===== src/rtl/noc_tb_pkg.sv =====
// noc_tb_pkg: shared flit format and injector state types
// for the NoC traffic sources and monitors.
package noc_tb_pkg;

  typedef enum logic [1:0] {
    FT_BODY   = 2'b00,
    FT_HEAD   = 2'b01,
    FT_TAIL   = 2'b10,
    FT_SINGLE = 2'b11
  } flit_type_e;

  typedef enum logic [1:0] {
    ST_IDLE,
    ST_SEND,
    ST_GAP,
    ST_DONE
  } inj_state_e;

  localparam int TYPE_W  = 2;
  localparam int IDX_LSB = 0;
  localparam int IDX_W   = 16;
  localparam int SEQ_LSB = IDX_LSB + IDX_W;
  localparam int MIN_DW  = SEQ_LSB + TYPE_W;

  function automatic flit_type_e flit_type(
    input logic first,
    input logic last
  );
    flit_type_e t;
    t = FT_BODY;
    unique case (1'b1)
      first && last:   t = FT_SINGLE;
      first && !last:  t = FT_HEAD;
      !first && last:  t = FT_TAIL;
      default:         t = FT_BODY;
    endcase
    return t;
  endfunction

endpackage


===== src/rtl/injector_credit_counter.sv =====
// credit_counter: saturating transmit credit pool,
// +1 on receiver credit return, -1 on flit issue.
module credit_counter #(
  parameter int CREDITS = 4
) (
  input  logic                         clk,
  input  logic                         rstn,
  input  logic                         inc,
  input  logic                         dec,
  output logic [$clog2(CREDITS+1)-1:0] count,
  output logic                         avail
);

  localparam int CW = $clog2(CREDITS + 1);
  localparam logic [CW-1:0] CMAX = CW'(CREDITS);

  logic [CW-1:0] cnt_nxt;

  always_comb begin
    cnt_nxt = count;
    unique case ({inc, dec})
      2'b10: begin
        // a return while full is a receiver bug; hold at max
        if (count != CMAX)
          cnt_nxt = count + 1'b1;
      end
      2'b01: cnt_nxt = count - 1'b1;
      default: cnt_nxt = count;
    endcase
  end

  always_ff @(posedge clk) begin
    if (!rstn)
      count <= CMAX;
    else
      count <= cnt_nxt;
  end

  assign avail = (count != '0);

endmodule


===== src/rtl/injector.sv =====
// injector: credit-flow-controlled packet source for one NoC port.
// Define INJECTOR_TRACE_EN to trace each issued flit for send_pool_<id>.
`ifndef DW
`define DW 32
`endif
`ifndef BUFFER_ALLOC
`define BUFFER_ALLOC 4
`endif

module injector #(
  parameter string id      = "0",
  parameter int    DW      = `DW,
  parameter int    CREDITS = `BUFFER_ALLOC,
  parameter int    NUM_PKT = 198,
  parameter int    PKT_LEN = 5,
  parameter int    GAP     = 0
) (
  input  logic          clk,
  input  logic          rstn,
  input  logic          start,
  output logic          valid,
  output logic [DW-1:0] data,
  input  logic          credit_upd,
  output logic          done,
  output logic [31:0]   sent_cnt
);

  import noc_tb_pkg::*;

  localparam int CW = $clog2(CREDITS + 1);
  localparam int GAP_LAST = (GAP > 0) ? GAP - 1 : 0;

  inj_state_e     state;
  inj_state_e     state_nxt;
  logic [CW-1:0]  credit_cnt;
  logic           avail;
  logic           issue;
  logic [IDX_W-1:0] idx;
  logic [31:0]    seq;
  logic [31:0]    gap_cnt;
  logic           last_flit;
  logic           last_pkt;
  logic           gap_end;
  logic [DW-1:0]  flit;

  credit_counter #(
    .CREDITS (CREDITS)
  ) u_cc (
    .clk   (clk),
    .rstn  (rstn),
    .inc   (credit_upd),
    .dec   (issue),
    .count (credit_cnt),
    .avail (avail)
  );

  assign issue     = (state == ST_SEND) && avail;
  assign last_flit = (idx == IDX_W'(PKT_LEN - 1));
  assign last_pkt  = (seq == 32'(NUM_PKT - 1));
  assign gap_end   = (gap_cnt == 32'(GAP_LAST));

  // seq and idx are truncated together so seq wraps at its field width
  always_comb begin
    flit = {flit_type(idx == '0, last_flit),
            (DW-TYPE_W)'({seq, idx})};
  end

  always_comb begin
    state_nxt = state;
    unique case (state)
      ST_IDLE: begin
        if (start)
          state_nxt = ST_SEND;
      end
      ST_SEND: begin
        if (issue && last_flit) begin
          if (last_pkt)
            state_nxt = ST_DONE;
          else if (GAP > 0)
            state_nxt = ST_GAP;
        end
      end
      ST_GAP: begin
        if (gap_end)
          state_nxt = ST_SEND;
      end
      ST_DONE: state_nxt = ST_DONE;
      default: state_nxt = ST_IDLE;
    endcase
  end

  always_ff @(posedge clk) begin
    if (!rstn) begin
      state    <= ST_IDLE;
      valid    <= 1'b0;
      data     <= '0;
      done     <= 1'b0;
      sent_cnt <= '0;
      idx      <= '0;
      seq      <= '0;
      gap_cnt  <= '0;
    end else begin
      state <= state_nxt;
      valid <= issue;
      done  <= done | (state == ST_DONE);
      if (issue) begin
        data     <= flit;
        sent_cnt <= sent_cnt + 32'd1;
        if (last_flit) begin
          idx <= '0;
          seq <= seq + 32'd1;
        end else begin
          idx <= idx + 1'b1;
        end
      end
      if (state == ST_GAP)
        gap_cnt <= gap_end ? '0 : gap_cnt + 32'd1;
    end
  end

  a_credit_range: assert property (
    @(posedge clk) disable iff (!rstn)
      credit_cnt <= CW'(CREDITS)
  );

`ifdef INJECTOR_TRACE_EN
  always @(posedge clk) begin
    if (rstn && issue)
      $display("send_pool_%s %b", id, flit);
  end
`endif

endmodule


===== config.mk =====
export PLATFORM = sky130hd
export DESIGN_NAME = injector
export DESIGN_NICKNAME = d
export VERILOG_FILES = /design/src/rtl/noc_tb_pkg.sv /design/src/rtl/injector_credit_counter.sv /design/src/rtl/injector.sv
export SDC_FILE = /design/constraint.sdc
export NUM_CORES = 1
export LEC_CHECK = 0
export BUFFER_PORTS_ARGS = -buffer_cell sky130_fd_sc_hd__buf_2
export CORE_AREA = 2 2 108 110
export DETAILED_ROUTE_END_ITERATION = 7
export DIE_AREA = 0 0 110 112
export HOLD_SLACK_MARGIN = 0.03
export MAX_ROUTING_LAYER = met4
export PLACE_DENSITY = 0.93
export SYNTH_ARGS = -nofsm -noshare
export SYNTH_HDL_FRONTEND = slang
export SYNTH_SLANG_ARGS = --single-unit

===== constraint.sdc =====
create_clock -name clk -period 3.8 [get_ports clk]
set_clock_uncertainty 0.05 [all_clocks]
set_input_delay 0.19 -clock clk [delete_from_list [all_inputs] [get_ports clk]]
set_output_delay 0.19 -clock clk [all_outputs]
set_load 0.005 [all_outputs]

; ---- Word level (Yosys, flattened, before mapping)
; Index checks and enable logic that the tools add are counted.
[totals]
reg_bits = 151
input_bits = 4
elab_cells = 54
[classes]
addsub = 6
eq_ne = 13
mux = 10
bitwise_logic = 1
n_reduce_logical = 15
[ops]
columns = op, count
row1 = adder 32 x 1 -> 32 bit (second input constant), 3
row2 = == test 32 x 8 -> 1 bit (second input constant), 1
row3 = logical NOT 32 bit, 1
row4 = 2-to-1 mux 32 bit, 1
row5 = adder 16 x 1 -> 16 bit (second input constant), 1
row6 = == test 16 x 3 -> 1 bit (second input constant), 1
row7 = logical NOT 16 bit, 1
row8 = 2-to-1 mux 16 bit, 1
row9 = 2-to-1 mux 2 bit, 4
row10 = one-hot mux 2 bit (4 select lines), 1
row11 = == test 2 bit (second input constant), 3
row12 = inequality test 2 bit (second input constant), 3
row13 = one-hot mux 2 bit (3 select lines), 1
row14 = one-hot mux 3 bit (2 select lines), 1
row15 = logical AND 1 bit, 5
row16 = == test 2 x 1 -> 1 bit (second input constant), 2
row17 = inequality test 2 x 1 -> 1 bit (second input constant), 2
row18 = AND reduction 2 bit, 2
row19 = AND reduction 4 bit, 1
row20 = adder 3 x 1 -> 3 bit (second input constant), 1
row21 = 2-to-1 mux 3 bit, 1
row22 = inequality test 3 bit (second input constant), 1
row23 = nonzero test 3 bit, 1
row24 = subtractor 3 x 1 -> 3 bit (second input constant), 1
row25 = 4 further kinds, 5

; ---- Longest topological paths before layout
[depth]
word_depth = 5
ltp_mapped = 8
depth_no_buf = 7

; ---- By module
; From an unflattened synthesis, not the netlist that was laid out.
[hier_totals]
hier_cells = 886
hier_area_um2 = 7310.8
[by_module_without_submodules]
columns = mod, n_inst, cells_each, area_each_um2, seq_area_each_um2
row1 = injector, 1, 858, 7073.0, 2962.8
row2 = credit_counter, 1, 28, 237.7, 60.1

; ---- Worst setup path before layout
; No wires, ideal clock.
[synth_timing]
path_type = register -> register
startpoint = register idx[0]
endpoint = register seq[24]
setup_time_ns = 0.072
arrival_ns = 1.980
slack_ns = 1.699
stages_incl_launch_ff = 9
synth_period_minus_slack_ns = 2.101
cell_sequence = dfxtp_1 -> inv_1 -> ha_1 -> nor4b_1 -> and4_1 -> nand4_1 -> clkbuf_1 -> nor4_1 -> mux2i_1
[synth_via]
elab_chain_len = 2
[synth_lines]
columns = item, line
row1 = start: declaration, injector.sv:38  ; logic [IDX_W-1:0] idx;
row2 = start signal: assignment, injector.sv:113  ; idx <= idx + 1'b1;
row3 = == test 16 x 3 -> 1 bit, injector.sv:58  ; assign last_flit = (idx == IDX_W'(PKT_LEN - 1));
row4 = AND reduction 2 bit (no line), n/a
row5 = end signal: assignment, injector.sv:111  ; seq <= seq + 32'd1;
row6 = end: declaration, injector.sv:39  ; logic [31:0] seq;
; No other way between the ends.
; A chain may end at the register's enable or synchronous reset.

; ---- Worst setup path in the final report
[layout_timing]
startpoint = register idx[0]
endpoint = register seq[27]
; The elaborated chain is that of the path after synthesis.

==> flow_summary.yaml <==
outcome:
  outcome: "finished, final reports clean"
grt:
  grt_max_degree: 62
  antenna_found_initial: 0
  grt_usage: 0.291
  grt_pass1_vias: 5964
  overflow: 0
  grt_first_pass_wirelength_mm: 28.0
synthesis:
  synth-seq-cells: 151
  synth_top_family_by_area: "simple AND/OR/NAND/NOR gates"
  synthDistinctLibCells: 55
  syn_inst: 854
  synth.net_count: 866
  synthArstFlopShare: 0
  ys_seq_area_frac: 0.432
  synth_compound_area_frac: 0.0986
  yosys.cell_count.top_type: "dfxtp_1"
  netlist.area_leader.share: 0.432
  synthSimpleGateAreaFrac: 0.324
  synth_edf_count: 0
  yosys-top-cells-area: "dfxtp_1 43%, nand2_1 6.5%, nor2_1 5.0%"
  synth_area_per_cell_um2: 8.19
  synth_top_area_cell: "dfxtp_1"
  ys_warn_count: 0
  synth_fa_ha_area_frac: 0.0154
  synth_common_cells: "151 x dfxtp_1, 122 x nand2_1, 94 x nor2_1"
  synth_area_um2: 6990
  synthMuxAreaShare: 0.0143
  synth_xor_area_frac: 0.0789
  ys.flop_type: "dfxtp_1"
power:
  power_mw: 3.54
  max-vdd-ir-drop_uv: 387
  power.density_nw_per_um2: 441
  leakagePower_nw: 2.89
floorplan:
  io_pins: 70
  initial_core_util: 0.626
  core-area_um2: 11200
  chipWidth_um: 110
  die_y_um: 112
  rows: 39
  die-area_um2: 12300
sta:
  finalCritPeriodShare: 0.702
  slew_headroom: 0.266
  whs_ns: 0.0591
  setup_violations: 0
  tightest_slew_ns: 1.10
  max_freq_ghz: 0.375
  hold_violations: 0
  maxSlewViolCount: 0
  tns_ns: 0
  min_period_ns: 2.67
  rsz0062_at_grt: "no"
critical_path:
  max_stage_delay_ns: 0.64
  critPathSlowestCell: "or4_1"
  cp_max_fo: 14
  crit_path_cell_trace: "inv_1 > ha_1 > nor4b_1 > and2_1 > nand3_1 > or4_1 > a21oi_1"
  cp.arrival_ns: 2.96
  r2r_setup_slack_ns: 1.13
  start_kind: "flop"
  reg2reg_to: "seq[27]"
  reg2reg_from: "idx[0]"
  critPathRequiredTime_ns: 4.09
  critPathCaptureType: "flop"
  reg2regPathDepth: 7
  crit_type: "flop to flop"
finish:
  fin_cells: 1062
  layout-drive-gt1-share: 0.127
  areaGrowthSynthToFinish_pct: 14.8
  n_antenna_cell: 0
  fill_cells: 762
  final_util: 0.719
  nets: 918
cts:
  cts_resized: 0
  htreeDepth: 4
  cts_buffer_depth: 2
  cts.hold.buffers_added: 0
  cts.clk_slew.worst_paths_ns: 0.06
  clock_latency_ns: 0.43
  cts_root_buf: "clkbuf_16"
  numCtsBuffers: 17
  clkSinkCount: 151
  cts_tree: "built"
  postCtsSetupBuffers: 0
routing:
  drt_wl_total_mm: 16.7
  drt-pass1-iter-count: 8
  ant_nets: 0
  num_vias: 6523
  wire_per_inst_um: 15.7
  detailedRoute.firstIterationViolations: 668
  drc: 0
  vias_per_cell: 6.14
place:
  placedCellCount: 1030
  gp_congestion: 0.895
  portBuffers: 69
  hpwl_mm: 10.5
worst_hold_path:
  min_delay_worst_endpoint: "state[0]"
  min-delay-start: "start"
  hold_depth: 4
  hold_class: "input pin to flop"
flow_run:
  drv_cap: 0
## how the worst max path moves through the flow
stage	from	endpoint	slack, ns	cells past startpoint
after floorplan	idx[0]	seq[24]	1.70	8
after global placement	idx[0]	seq[27]	1.33	7
after detailed placement	idx[0]	seq[27]	1.25	7
after CTS	idx[0]	seq[27]	1.14	7
after global routing	idx[0]	seq[27]	0.89	7
final	idx[0]	seq[27]	1.13	7
## placed cells by master, fill, tap and decap left out, types with 4 or more instances in the layout
master,instances
and3_1,8
nand3_1,40
nand2b_1,13
o21a_1,4
dfxtp_1,151
and2_1,5
o21ai_0,19
nor3_1,14
mux2i_1,10
nor2_1,93
nor4_1,30
o31ai_1,12
ha_1,7
or4_1,16
xor2_1,39
bufinv_16,4
and4_1,12
buf_2,69
inv_1,25
clkbuf_8,4
buf_4,4
clkbuf_16,17
a21oi_1,67
xnor2_1,24
nand4_1,38
nand2_1,122
or3_1,18
## worst max-delay path, delay by kind of cell (launching register included)
kind,cells,cell delay (ns)
buffers and inverters,1,0.11
DFF,1,0.35
and+or+nand+nor,4,1.75
adders and majority gates,1,0.14
AOI/OAI and AO/OA,1,0.18
## metrics by stage
stage	cell area (µm²)	setup WS [ns]
5_1_grt	8030	0.895
3_3_place_gp	7390	1.33
4_1_cts	8030	1.14
6_report	8030	1.13
2_1_floorplan	6990	1.70
3_5_place_dp	7390	1.25
## per-layer routing
layer	track usage	vias to the layer above	part of all wire
li1	-	3118	-
met1	0.351	3090	0.42
met2	0.457	261	0.49
met3	0.0632	54	0.057
met4	0.139	0	0.031
met5	-	-	0
## flip-flops by register name, summed over array words and instances (netlist names)
name / cells
data: 32
done: 1
gap_cnt: 32
idx: 16
sent_cnt: 32
seq: 32
state: 2
u_cc.count: 3
valid: 1
## power by group
group | internal (mW) | switching (mW) | total (mW) | leakage (nW)
logic | 0.0351 | 0.0928 | 0.128 | 1.36
clock network | 1.17 | 0.639 | 1.80 | 0.310
registers | 1.59 | 0.0141 | 1.61 | 1.22
## layout make-up
| cell class | count | area (µm²) | area share |
|---|---|---|---|
| Clock inverter | 8 | 143 | 0.0178 |
| Clock buffer | 24 | 492 | 0.0612 |
| Multi-Input combinational cell | 637 | 3720 | 0.463 |
| Tap cell | 143 | 179 | 0.0223 |
| Timing Repair Buffer | 73 | 375 | 0.0468 |
| Sequential cell | 151 | 3020 | 0.377 |
| Inverter | 26 | 97.6 | 0.0122 |
## kinds of logic (layout without fill, tap and decap cells)
family | after synthesis | count (layout)
AO/OA/AOI/OAI | 120 | 120
XOR/XNOR | 63 | 63
adder cells (fa/ha/maj) | 8 | 8
buffers and inverters | 66 | 131
flip-flops | 151 | 151
multiplexers | 10 | 10
AND/OR/NAND/NOR | 436 | 436
Note: power is estimated with default switching activity, not from simulation.
